**src/rtl/toggle_decoder_pkg.sv**
```systemverilog
// rtl/toggle_decoder_pkg.sv - shared state encodings and defaults for toggle_decoder
package toggle_decoder_pkg;

    typedef enum logic [1:0] {
        ST_IDLE   = 2'b00,
        ST_ACTIVE = 2'b01,
        ST_STALL  = 2'b10
    } state_t;

    localparam int DEF_CNT_W   = 8;
    localparam int DEF_TIMEOUT = 16;
    localparam int TMR_W       = 8;

endpackage

```
**src/rtl/sync2.sv**
```systemverilog
// rtl/sync2.sv - two-flop single-bit synchronizer, async active-low reset
module sync2 (
    input  logic clk,
    input  logic rst,
    input  logic d,
    output logic q
);

    logic meta;

    always_ff @(posedge clk or negedge rst) begin
        if (!rst) begin
            meta <= 1'b0;
            q    <= 1'b0;
        end else begin
            meta <= d;
            q    <= meta;
        end
    end

endmodule

```
**src/rtl/toggle_decoder.sv**
```systemverilog
// rtl/toggle_decoder.sv - T flip-flop level decoder, event counter and stall FSM (option TOGGLE_DECODER_SYNC_EN)
module toggle_decoder
    import toggle_decoder_pkg::*;
#(
    parameter int CNT_W   = DEF_CNT_W,
    parameter int TIMEOUT = DEF_TIMEOUT
) (
    input  logic             clk,
    input  logic             rst,
    input  logic             q_in,
    input  logic             en,
    input  logic             clr,
    output logic             t_pulse,
    output logic [CNT_W-1:0] toggle_cnt,
    output logic             cnt_ovf,
    output logic [1:0]       state
);

    logic q_d;

    // Priming waits until the synchronizer has flushed its reset zeros.
`ifdef TOGGLE_DECODER_SYNC_EN
    localparam logic [1:0] PRIME_N = 2'd3;

    sync2 u_sync2 (
        .clk (clk),
        .rst (rst),
        .d   (q_in),
        .q   (q_d)
    );
`else
    localparam logic [1:0] PRIME_N = 2'd1;

    assign q_d = q_in;
`endif

    localparam logic [TMR_W-1:0] TMO = TMR_W'(TIMEOUT);

    logic             samp;
    logic             ref_q;
    logic [1:0]       prime_cnt;
    logic             primed;
    logic [TMR_W-1:0] idle_tmr;
    state_t           st;

    assign primed = (prime_cnt == PRIME_N);
    assign state  = st;

    always_ff @(posedge clk or negedge rst) begin
        if (!rst) begin
            samp      <= 1'b0;
            ref_q     <= 1'b0;
            prime_cnt <= 2'd0;
            t_pulse   <= 1'b0;
        end else begin
            samp <= q_d;
            if (!primed) begin
                ref_q     <= q_d;
                prime_cnt <= prime_cnt + 2'd1;
                t_pulse   <= 1'b0;
            end else begin
                ref_q   <= samp;
                t_pulse <= samp ^ ref_q;
            end
        end
    end

    always_ff @(posedge clk or negedge rst) begin
        if (!rst) begin
            st         <= ST_IDLE;
            idle_tmr   <= '0;
            toggle_cnt <= '0;
            cnt_ovf    <= 1'b0;
        end else if (clr) begin
            st         <= ST_IDLE;
            idle_tmr   <= '0;
            toggle_cnt <= '0;
            cnt_ovf    <= 1'b0;
        end else begin
            if (t_pulse && en) begin
                toggle_cnt <= toggle_cnt + CNT_W'(1);
                if (&toggle_cnt) begin
                    cnt_ovf <= 1'b1;
                end
            end
            case (st)
                ST_IDLE: begin
                    if (t_pulse) begin
                        st       <= ST_ACTIVE;
                        idle_tmr <= '0;
                    end
                end
                ST_ACTIVE: begin
                    if (t_pulse) begin
                        idle_tmr <= '0;
                    end else if (idle_tmr < TMO) begin
                        idle_tmr <= idle_tmr + TMR_W'(1);
                        if (idle_tmr == TMO - TMR_W'(1)) begin
                            st <= ST_STALL;
                        end
                    end
                end
                ST_STALL: begin
                    if (t_pulse) begin
                        st       <= ST_ACTIVE;
                        idle_tmr <= '0;
                    end
                end
                default: begin
                    st       <= ST_IDLE;
                    idle_tmr <= '0;
                end
            endcase
        end
    end

endmodule
```
**config.mk**
```make
export PLATFORM = sky130hd
export DESIGN_NAME = toggle_decoder
export DESIGN_NICKNAME = d
export VERILOG_FILES = /design/src/rtl/toggle_decoder_pkg.sv /design/src/rtl/sync2.sv /design/src/rtl/toggle_decoder.sv
export SDC_FILE = /design/constraint.sdc
export NUM_CORES = 1
export LEC_CHECK = 0
export BUFFER_PORTS_ARGS = -buffer_cell sky130_fd_sc_hd__buf_2
export CAP_MARGIN = 20
export CORE_AREA = 5 5 51 53
export CTS_CLUSTER_DIAMETER = 30
export DETAILED_ROUTE_END_ITERATION = 7
export DIE_AREA = 0 0 56 58
export GPL_TIMING_DRIVEN = 0
export HOLD_SLACK_MARGIN = 0.15
export MAX_ROUTING_LAYER = met4
export PLACE_DENSITY = 0.78
export SYNTH_ARGS = -nofsm -noshare
export SYNTH_HDL_FRONTEND = slang
export SYNTH_SLANG_ARGS = --single-unit
```
**constraint.sdc**
```tcl
create_clock -name clk -period 3.15 [get_ports clk]
set_input_delay 0.4725 -clock clk [delete_from_list [all_inputs] [get_ports clk]]
set_output_delay 0.4725 -clock clk [all_outputs]
set_load 0.1 [all_outputs]
```
# Yosys cells after proc, flatten, opt, wreduce, memory -nomap -nowiden
# Index checks and enable logic that the tools add are counted.
[op_classes]
addsub = 3
multipliers = 0
div = 0
magnitude_cmp = 1
eq_ne = 9
shift = 0
muxes = 18
bitwise = 1
n_reduce_logical = 9
[op_table]
columns = ["op", "n"]
rows = [
  ["$mux W8", 6],
  ["$add A8 B1 Y8 const B", 2],
  ["$pmux W8 S2", 1],
  ["$mux W2", 5],
  ["$ne A3 B3 Y1 const B", 3],
  ["$eq A8 B4 Y1 const B", 1],
  ["$lt A8 B5 Y1 const B", 1],
  ["$reduce_and A8 Y1", 1],
  ["$mux W1", 5],
  ["$eq A2 B1 Y1 const B", 2],
  ["$ne A4 B4 Y1 const B", 1],
  ["$pmux W2 S2", 1],
  ["$reduce_and A2 Y1", 2],
  ["$reduce_and A4 Y1", 1],
  ["$reduce_bool A2 Y1", 2],
  ["$ne A3 B1 Y1 const B", 1],
  ["$add A2 B1 Y2 const B", 1],
  ["$eq A2 B2 Y1 const B", 1],
  ["$logic_not A2 Y1", 1],
  ["$reduce_or A2 Y1", 1],
  ["$logic_and A1 B1 Y1", 1],
  ["$xor A1 B1 Y1", 1],
]
[word_totals]
ff_bits = 24
latchBits = 0
ramBits = 0
mem_bits_ro = 0
in_bits = 5
out_inout_bits = 12
wordCells = 49
memories = 0

# Logic depth before layout (Yosys ltp)
[logic_depth]
word_depth = 6
depth_mapped = 4
depth_no_buf = 4

# Worst setup path after synthesis
# OpenSTA, ideal clock, no wires.
[synth_path]
kind = "register to register"
start = "register toggle_cnt[0]"
end = "register toggle_cnt[6]"
setup_time_ps = 78
arrival_time_ps = 2007
t_required_ps = 3072
setup_slack_ps = 1065
path_stages_with_launch = 5
n_path_buf = 0
synth_period_minus_slack_ps = 2085
path_cell_list = "dfrtp_1 ha_1 nand3_1 or4_1 a21oi_1"
[synth_between]
elab_chain_cells = 3
[synth_rtl]
columns = ["item", "line", "rtl"]
rows = [
  ["start: declaration", "toggle_decoder.sv:14", "output logic [CNT_W-1:0] toggle_cnt,"],
  ["start signal: assignment", "toggle_decoder.sv:81", "toggle_cnt <= toggle_cnt + CNT_W'(1);"],
  ["$add A8 B1 Y8", "toggle_decoder.sv:81", ""],
  ["$mux W8", "toggle_decoder.sv:80", "if (t_pulse && en) begin"],
  ["$mux W8", "toggle_decoder.sv:74", "end else if (clr) begin"],
]
# Every way passes these cells. The select of a mux whose other input is x is not followed.
# A chain may end at the register's enable or synchronous reset.

# Worst setup path in the final report
[layout_path]
start = "register st[0] (netlist: state[0])"
end = "output state[0]"
[layout_rtl]
columns = ["item", "line", "rtl"]
rows = [
  ["start: declaration", "toggle_decoder.sv:44", "state_t st;"],
  ["start signal: assignment", "toggle_decoder.sv:70", "st <= ST_IDLE;"],
  ["start signal: assignment", "toggle_decoder.sv:75", "st <= ST_IDLE;"],
  ["start signal: assignment", "toggle_decoder.sv:89", "st <= ST_ACTIVE;"],
  ["end: declaration", "toggle_decoder.sv:16", "output logic [1:0] state"],
]
# No word-level cell between the ends.

==> summary.txt <==
Drt
  • Pre-Repair DR Iteration Count: 4
  • Routed len/inst: 13.5 um
  • Via density: approximately 5.5
  • DRC Markers: 0
  • DR vias: roughly 900
  • Iteration-0 DRC Markers: 8
  • DRT antenna net count: 0
  • Total wire length: between 2 and 2.5 mm

GRT
  • Number of global-route vias before repair: 835
  • GRT Total Usage: 14.9%
  • GRT overflow: 0
  • Global-route wire length before repair: 3.67 mm
  • Initial antenna violation count: 0
  • Pin count of the biggest net entering global routing: 25

STA
  • Period utilisation layout: between 50% and 60%
  • Max Freq: between 500 and 600 MHz
  • Final hold vios: 0
  • Fin. max-slew vios: 0
  • Slew headroom: 64.4%
  • Post-layout min period: approximately 1.7 ns
  • Setup TNS: 0 ns
  • RSZ-0062 raised after global routing: false
  • Worst Tran Pin Value: between 0.5 and 0.6 ns
  • Finish-stage setup viols: 0
  • Slack of the critical path: 1.41 ns
  • Fin Clk Skew: 0.00337 ns

Yosys
  • Sequential area share after synthesis: 52.0%
  • Cells after Synth: approximately 110
  • #FFs+latches synth: 24
  • Ys async rst share: 100%
  • Netlist cell types: 38
  • Ys flop type: dfrtp_1
  • Syn_nets: 117
  • Yosys warnings: 0
  • Share of the synthesized area in the top cell type: 52.0%
  • Largest cells by area after synthesis: dfrtp_1 52%, a21oi_1 4.8%, ha_1 3.3%, nand3_1 2.6%, xor2_1 2.3%
  • Area leader, netlist: dfrtp_1
  • Cell area after synthesis: 1150 sq um
  • Avg Cell Area, Syn: ~11 sq um
  • Post-synth EDFFs: 0

Critical path
  • R2R Setup Slk: about 1.7 ns
  • Critical Path Source: state[0]
  • Worst R2R Start: idle_tmr[4]
  • CP max stage delay: 0.49 ns
  • Cells along the critical path: buf_2
  • Req. time, crit path: 2.68 ns
  • Worst Setup EP: state[0]
  • Worst-path cell with the longest stage delay: dfrtp_1
  • R2R cell count: 4
  • CP startpoint kind: register
  • Buf/Inv on CP: 1
  • Critical Path Stages: 1
  • Family with the most delay on the worst path: flip-flops
  • Critical path fanouts, max: 9
  • Crit Path Class: reg2out
  • FF-to-FF End: idle_tmr[0]
  • Worst setup EP type: output port
  • Worst path arrival time: between 1 and 1.5 ns

Run status
  • Status: complete, no violations

Power and ir drop
  • Logic pwr share: about 14%
  • Seq pwr share: 57.6%
  • Switch share: between 20 and 30%
  • Leak pwr: a little under 0.6 nW
  • Int Power: about 0.4 mW
  • Clock power frac: 28.1%
  • Peak supply drop: 0.349 mV
  • PD cells: 427 nW/um^2
  • P_sw: 0.156 mW

Floorplan
  • Die X-Extent: between 50 and 60 um
  • Placement row count: 17
  • Die H: 58 um
  • Initial Util: 54.8%
  • Io pins: 17
  • Die area: about 3200 sq um
  • Total core area: roughly 2100 sq um

Clock network
  • Clock slew at reported path FFs: 0.13 ns
  • Clock Sinks: 24
  • Longest Clk Path Bufs: 2
  • Inserted Clock Buffers: 3
  • # resized after CTS: 0
  • H-tree Lvls: 1
  • Clk_lat worst skew: about 0.30 ns
  • CTS tree: built
  • Root Buffer: clkbuf_4

Placement
  • Placer Congestion: between 0.7 and 0.8
  • Port bufs: 16
  • Place WS: approximately 1.6 ns
  • DP HPWL: ~1.6 mm

Cells and area
  • Share of layout cells above drive strength 1: around a fifth
  • N_diodes: 0
  • Nets: between 100 and 150
  • Layout overhead on the synthesized area: 14.0%

Hold path
  • HP Class: in2reg

Run
  • MaxCap Viol Count: 0
## power groups by stage
| stage | registers [mW] | logic, mW | clock network [mW] |
|---|---|---|---|
| 3_3_place_gp | 0.329 | 0.0788 | 0 |
| 5_1_grt | 0.326 | 0.0870 | 0.174 |
| 3_5_place_dp | 0.330 | 0.0807 | 0 |
| 2_1_floorplan | 0.361 | 0.0267 | 0 |
| 4_1_cts | 0.324 | 0.0816 | 0.164 |
| 6_report | 0.324 | 0.0804 | 0.158 |
## placed cells by master, fill, tap and decap left out, drive strengths merged, types with 2 or more instances in the layout
cell type	Yosys	layout
or4	3	3
and2	4	4
nand4	2	2
clkbuf	4	8
a221oi	2	2
a21boi	2	2
nand2b	4	4
nor2	2	2
a21bo	2	2
nand3	6	6
xor2	3	3
a31oi	2	2
ha	3	3
dfrtp	24	24
inv	4	4
nor3b	2	2
nand2	4	4
buf	2	18
o31ai	3	3
o21ai	2	2
or3	3	3
a21oi	12	12
and3	2	2
## how the worst min path moves through the flow
stage / start / to / slack [ns] / cells after the start
3_3_place_gp: prime_cnt[0] / prime_cnt[0] / 0.47 / 1
6_report: q_in / samp / 0.27 / 1
5_1_grt: q_in / samp / 0.26 / 1
2_1_floorplan: rst / cnt_ovf / 0.18 / 0
4_1_cts: q_in / samp / 0.26 / 1
3_5_place_dp: idle_tmr[6] / idle_tmr[6] / 0.48 / 1
## layer usage
layer	part of all wire, %	global-route usage (%)
met1	47	19.0
met3	3.8	2.67
met4	0.94	6.10
met5	0	-
met2	48	23.7
## cells by family after synthesis
logic type	share of synthesized area (%)
AND/OR/NAND/NOR	19.7
multiplexers	1.84
adder cells (fa/ha/maj)	3.25
XOR/XNOR	3.03
AO/OA/AOI/OAI	16.1
flip-flops	52.0
buffers and inverters	4.01
## cell usage after synthesis (3+ instances only)
cell type  number
dfrtp_1        24
a21oi_1        11
nand3_1         6
and2_1          4
clkbuf_1        4
inv_1           4
nand2_1         4
nand2b_1        4
ha_1            3
o31ai_1         3
or3_1           3
or4_1           3
xor2_1          3
## registers in the layout, summed over array words and instances, names as in the netlist
register	cells
prime_cnt	2
samp	1
state	2
ref_q	1
t_pulse	1
toggle_cnt	8
cnt_ovf	1
idle_tmr	8
## area by class of cell
cell class                      count  area, sq um
Timing Repair Buffer               17         90.1
Clock buffer                        4         36.3
Sequential cell                    24          601
Buffer                              6         31.3
Inverter                            4         15.0
Tap cell                           28         35.0
Fill cell                         188          790
Multi-Input combinational cell     75          508
## repair_timing
action	4_1_cts	5_1_grt
endpoints found under the hold margin	24	0
endpoints found under the setup margin	0	0
buffers inserted	0	0
hold buffers	1	0
## through the flow
step	total power [mW]	cells	area, sq um	hold slack, ns	utilization, %
after floorplan	0.388	109	1150	0.177	-
after global placement	0.408	153	1270	0.466	60.3
after detailed placement	0.411	153	1270	0.477	60.3
after CTS	0.569	158	1320	0.262	62.5
after global routing	0.587	158	1320	0.263	62.5
final	0.562	158	1320	0.275	62.5
Power figures use the tool's default switching activity.
